[src/rtl/imem_arbiter.sv]
// Instruction memory access controller: arbitrates fetch vs loader onto the
// single-port memory and routes the one-cycle-late read data to its owner.
//
// rsp_owner | meaning
// ----------+---------------------------------------------------
// OWN_NONE  | no read in flight; both rvalid outputs low
// OWN_FETCH | fetch read granted last cycle; mem_rdata is fetch's
// OWN_LOAD  | loader read granted last cycle; mem_rdata is loader's
module imem_arbiter #(
    parameter int unsigned STARVE_MAX = 4
) (
    input  logic        clk,
    input  logic        reset_n,
    input  logic        fetch_req,
    input  logic [31:0] fetch_addr,
    output logic        fetch_gnt,
    output logic        fetch_rvalid,
    output logic [31:0] fetch_rdata,
    output logic        fetch_misalign,
    input  logic        ld_req,
    input  logic        ld_we,
    input  logic [31:0] ld_addr,
    input  logic [31:0] ld_wdata,
    input  logic        ld_lock,
    output logic        ld_gnt,
    output logic        ld_rvalid,
    output logic [31:0] ld_rdata,
    output logic        mem_en,
    output logic        mem_we,
    output logic [31:0] mem_addr,
    output logic [31:0] mem_wdata,
    input  logic [31:0] mem_rdata
);

    localparam logic [3:0] STARVE_LIM = 4'(STARVE_MAX);

    typedef enum logic [1:0] {
        OWN_NONE  = 2'd0,
        OWN_FETCH = 2'd1,
        OWN_LOAD  = 2'd2
    } owner_t;

    owner_t     rsp_owner, rsp_owner_nxt;
    logic [3:0] starve_cnt, starve_cnt_nxt;
    logic       misalign_q, misalign_nxt;

    // Grants are gated by reset_n so nothing reaches the memory during reset.
    always_comb begin
        fetch_gnt = 1'b0;
        ld_gnt    = 1'b0;
        if (reset_n) begin
            if (ld_lock) begin
                ld_gnt = ld_req;
            end else if (starve_cnt == STARVE_LIM && fetch_req) begin
                fetch_gnt = 1'b1;
            end else if (ld_req) begin
                ld_gnt = 1'b1;
            end else begin
                fetch_gnt = fetch_req;
            end
        end
    end

    always_comb begin
        mem_en    = fetch_gnt | ld_gnt;
        mem_we    = ld_gnt & ld_we;
        mem_addr  = '0;
        mem_wdata = '0;
        if (ld_gnt) begin
            mem_addr = ld_addr;
        end else if (fetch_gnt) begin
            mem_addr = fetch_addr;
        end
        if (mem_en) begin
            mem_wdata = ld_wdata;
        end
    end

    always_comb begin
        rsp_owner_nxt  = OWN_NONE;
        misalign_nxt   = 1'b0;
        starve_cnt_nxt = starve_cnt;
        if (fetch_gnt) begin
            rsp_owner_nxt = OWN_FETCH;
            misalign_nxt  = |fetch_addr[1:0];
        end else if (ld_gnt && !ld_we) begin
            rsp_owner_nxt = OWN_LOAD;
        end
        // The lock freezes the count so fetch's priority survives the lock.
        if (!ld_lock) begin
            if (fetch_gnt || !fetch_req) begin
                starve_cnt_nxt = '0;
            end else if (starve_cnt < STARVE_LIM) begin
                starve_cnt_nxt = starve_cnt + 4'd1;
            end
        end
    end

    always_ff @(posedge clk or negedge reset_n) begin
        if (!reset_n) begin
            rsp_owner  <= OWN_NONE;
            misalign_q <= 1'b0;
            starve_cnt <= '0;
        end else begin
            rsp_owner  <= rsp_owner_nxt;
            misalign_q <= misalign_nxt;
            starve_cnt <= starve_cnt_nxt;
        end
    end

    assign fetch_rvalid   = (rsp_owner == OWN_FETCH);
    assign ld_rvalid      = (rsp_owner == OWN_LOAD);
    assign fetch_rdata    = fetch_rvalid ? mem_rdata : '0;
    assign ld_rdata       = ld_rvalid ? mem_rdata : '0;
    assign fetch_misalign = misalign_q;

endmodule

[config.mk]
export PLATFORM = sky130hd
export DESIGN_NAME = imem_arbiter
export DESIGN_NICKNAME = d
export VERILOG_FILES = /design/src/rtl/imem_arbiter.sv
export SDC_FILE = /design/constraint.sdc
export NUM_CORES = 1
export LEC_CHECK = 0
export ABC_AREA = 1
export CAP_MARGIN = 10
export CORE_AREA = 3 3 103 105
export CTS_CLUSTER_SIZE = 20
export DETAILED_ROUTE_END_ITERATION = 8
export DIE_AREA = 0 0 106 108
export HOLD_SLACK_MARGIN = 0.15
export PLACE_DENSITY = 0.76
export SYNTH_ARGS = -nofsm -noshare
export SYNTH_HDL_FRONTEND = slang
export SYNTH_SLANG_ARGS = --single-unit
[constraint.sdc]
create_clock -name clk -period 4.7 [get_ports clk]
set_input_delay 0.94 -clock clk [delete_from_list [all_inputs] [get_ports clk]]
set_output_delay 0.94 -clock clk [all_outputs]
set_load 0.05 [all_outputs]
==> impl_metrics.csv <==
group,metric,value,unit
route,route.detailed.drc,0,
logic_synthesis,synthesized_instance_count,328,
route,wl_per_cell,12.83,µm
route,postRouteWirelength,9.292,mm
global_routing,grt.overflow.total,0,
clock_tree,cts.repair.resized,0,
logic_synthesis,async_flop_share,1.000,
global_routing,grt_max_degree,34,
logic_synthesis,syn_area,1705,µm²
timing,unrepaired_setup_endpoints_after_global_routing,"false",
route,drtAntennaViolNets,0,
placed_design,port_buffers,268,
timing,post_route_fraction_of_the_period_consumed_by_the_critical_path,0.8920,
finish,layout-area-overhead-vs-synth,161.8,%
worst_setup_path,worst_ep_arrival_time,3.25,ns
floorplan,rows,36,
power,power_density,136.8,nW/µm²
outcome,outcome,"finished, final reports clean",
placed_design,routabilityCongestion,0.8576,
global_routing,initial_antenna_violation_count,1,
floorplan,starting_density_of_the_core,0.1753,
finish,register_area,175.2,µm²
logic_synthesis,ys.warnings.count,0,
clock_tree,cts_tree,"yes",
route,num_vias,2819,
worst_setup_path,timing.critical_path.required,3.76,ns
timing,final_setup_violation_count,0,
finish,final_net_count,727,
timing,finClkSkew,0.004637,ns
timing,worst_pin_slew,1.044,ns
global_routing,grt.total_usage,0.1515,
route,avgViaCountPerCell,3.894,
power,peakVddDrop,0.09708,mV
clock_tree,clock-root-buffer,"sky130_fd_sc_hd__clkbuf_8",
worst_setup_path,path_max_fanout,20,
logic_synthesis,main_synth_ff_type,"sky130_fd_sc_hd__dfrtp_1",
route,dr.first_iter.drc_count,102,
clock_tree,ctsLongestPathBuffers,2,
timing,final_max_slew_viol_count,0,
clock_tree,clk_latency,0.23,ns
floorplan,die_w,106,µm
route,drt_pre_antenna_iters,4,
finish,layout.cells.most_common_list,"sky130_fd_sc_hd__clkdlybuf4s50_1 (236), sky130_fd_sc_hd__nand2_1 (104), sky130_fd_sc_hd__inv_1 (77), sky130_fd_sc_hd__nor2_1 (71), sky130_fd_sc_hd__buf_4 (35)",
floorplan,floorplan.die.height,108,µm
timing,timing.final.crit_period,4.192,ns
finish,finish.cell_count_without_fillers,724,
clock_tree,htreeDepth,1,
hold_path,hold_path_class,"reg -> reg",
logic_synthesis,yosys_reg_bits,7,
finish,finish.instance_area,4464,µm²
floorplan,fp.dieArea,11450,µm²
clock_tree,cts.hold.buffers_added,0,
finish,num-fill-cells,974,
power,leakage_dissipation,2.215,nW
logic_synthesis,synth_fp_nets,464,
finish,layout-drive-gt1-share,0.1373,
logic_synthesis,synth-seq-area-share,0.1027,
placed_design,detailed_place.area,4417,µm²
worst_setup_path,worst-setup-path-type,"in -> out",
timing,timing.max_slew.rel_slack,0.3025,
clock_tree,clkSinkCount,7,
power,power.total,0.0006108,W
global_routing,grt_pass1_vias,2760,
placed_design,detailedPlacementHpwl,8.351,mm
clock_tree,cts.reportedPaths.clkPinSlew,0.04,ns
finish,final_common_cell,"sky130_fd_sc_hd__clkdlybuf4s50_1",
logic_synthesis,synth_cell_types,21,
floorplan,ios,269,
run,cap_viol_max_count,0,
global_routing,wire_length_of_the_first_global_routing_pass,13.69,mm
placed_design,dp.cells,719,
logic_synthesis,syn_area_per_cell,5.199,µm²
finish,multi_input_comb_area,1096,µm²
logic_synthesis,number_of_synthesized_flops_with_an_enable_pin,0,
timing,number_of_hold_violations_in_the_final_report,0,
clock_tree,cts_buf_count,3,
worst_setup_path,worst_setup_path_start_kind,"input pin",
worst_setup_path,critPathCaptureType,"output pin",
timing,peak_clock_frequency_supported_by_timing,0.2385,GHz
worst_setup_path,timing.reg2reg.setup_slack,3.19,ns
timing,timing.setup.tns,0,ns
floorplan,placeable_core_region,9729,µm²
clock_tree,cts_setup_buffers,0,
[final timing paths]
path                                      startpoint                        end  depth (start not counted)
max in group asynchronous                    reset_n  starve_cnt[3]$_DFFE_PN0P_                          2
hold reg to reg            starve_cnt[1]$_DFFE_PN0P_  starve_cnt[1]$_DFFE_PN0P_                          2
min in group asynchronous                    reset_n     rsp_owner[1]$_DFF_PN0_                          1
setup / recovery                             reset_n              mem_wdata[23]                          9
setup reg to reg           starve_cnt[0]$_DFFE_PN0P_     rsp_owner[0]$_DFF_PN0_                          9
hold / removal             starve_cnt[1]$_DFFE_PN0P_  starve_cnt[1]$_DFFE_PN0P_                          2
[cell type report]
cell class              count  share of cell area
diodes                      1           0.0005605
well taps                 133             0.03728
clock buffers               4             0.01009
flip-flops and latches      7             0.03924
inverters                  83             0.07035
multi-input cells         223              0.2455
repair buffers            273              0.5970
[logic make-up (layout without fill, tap and decap cells)]
group	after synthesis	after routing	share of synthesized area
AND/OR/NAND/NOR	215	215	0.6067
buffers and inverters	98	360	0.2546
flip-flops	7	7	0.1027
AO/OA/AOI/OAI	5	5	0.01614
adder cells (fa/ha/maj)	2	2	0.01467
XOR/XNOR	1	1	0.005137
other	0	1	0
[per-stage QoR]
stage / hold slack, ns / setup slack [ns] / util
floorplan: 0.4750 / 1.404 / -
global placement: 0.4912 / 0.5644 / 0.4540
detailed placement: 0.5106 / 0.5030 / 0.4540
CTS: 0.5187 / 0.4896 / 0.4586
global route: 0.5383 / 0.3842 / 0.4588
finish: 0.5269 / 0.5076 / 0.4588
[Yosys cell counts, types with 2 or more instances]
master / instances / share of area
sky130_fd_sc_hd__nand2_1: 104 / 0.23
sky130_fd_sc_hd__inv_1: 77 / 0.17
sky130_fd_sc_hd__nor2_1: 71 / 0.16
sky130_fd_sc_hd__nor2_4: 24 / 0.16
sky130_fd_sc_hd__dfrtp_1: 7 / 0.10
sky130_fd_sc_hd__nor2_2: 7 / 0.026
sky130_fd_sc_hd__clkbuf_1: 6 / 0.013
sky130_fd_sc_hd__inv_2: 5 / 0.011
sky130_fd_sc_hd__buf_12: 3 / 0.035
sky130_fd_sc_hd__buf_2: 3 / 0.0088
sky130_fd_sc_hd__buf_4: 3 / 0.013
sky130_fd_sc_hd__nand4_1: 3 / 0.011
sky130_fd_sc_hd__a21oi_1: 2 / 0.0059
sky130_fd_sc_hd__ha_1: 2 / 0.015
sky130_fd_sc_hd__nand2_2: 2 / 0.0073
sky130_fd_sc_hd__nand2_4: 2 / 0.013
sky130_fd_sc_hd__nand3_1: 2 / 0.0059
sky130_fd_sc_hd__o21ai_0: 2 / 0.0059
[power breakdown]
group          switching [W]  leakage (nW)  internal [W]
combinational       0.000264          2.10      0.000194
clock              0.0000246        0.0228     0.0000585
sequential        0.00000421        0.0949     0.0000652
total               0.000293          2.21      0.000318
[state kept, by name, indices dropped and copies added (netlist names)]
name / count
starve_cnt: 4
rsp_owner: 2
fetch_misalign: 1
[worst max-delay path, stage by stage]
cell and delay (ns):
sky130_fd_sc_hd__clkdlybuf4s50_1 0.57, sky130_fd_sc_hd__inv_1 0.07, sky130_fd_sc_hd__nor2_1 0.21, sky130_fd_sc_hd__nand2_4 0.12, sky130_fd_sc_hd__nand2_4 0.08, sky130_fd_sc_hd__inv_4 0.16, sky130_fd_sc_hd__buf_12 0.21, sky130_fd_sc_hd__nor2_4 0.07
sky130_fd_sc_hd__clkdlybuf4s50_1 0.81
[metal layers]
metal	routed length [µm]	global-route usage
met5	0	0
met4	245	0.05458
met3	739	0.04119
met2	5235	0.3087
met1	3071	0.1435
(Power assumes the default switching activity.)
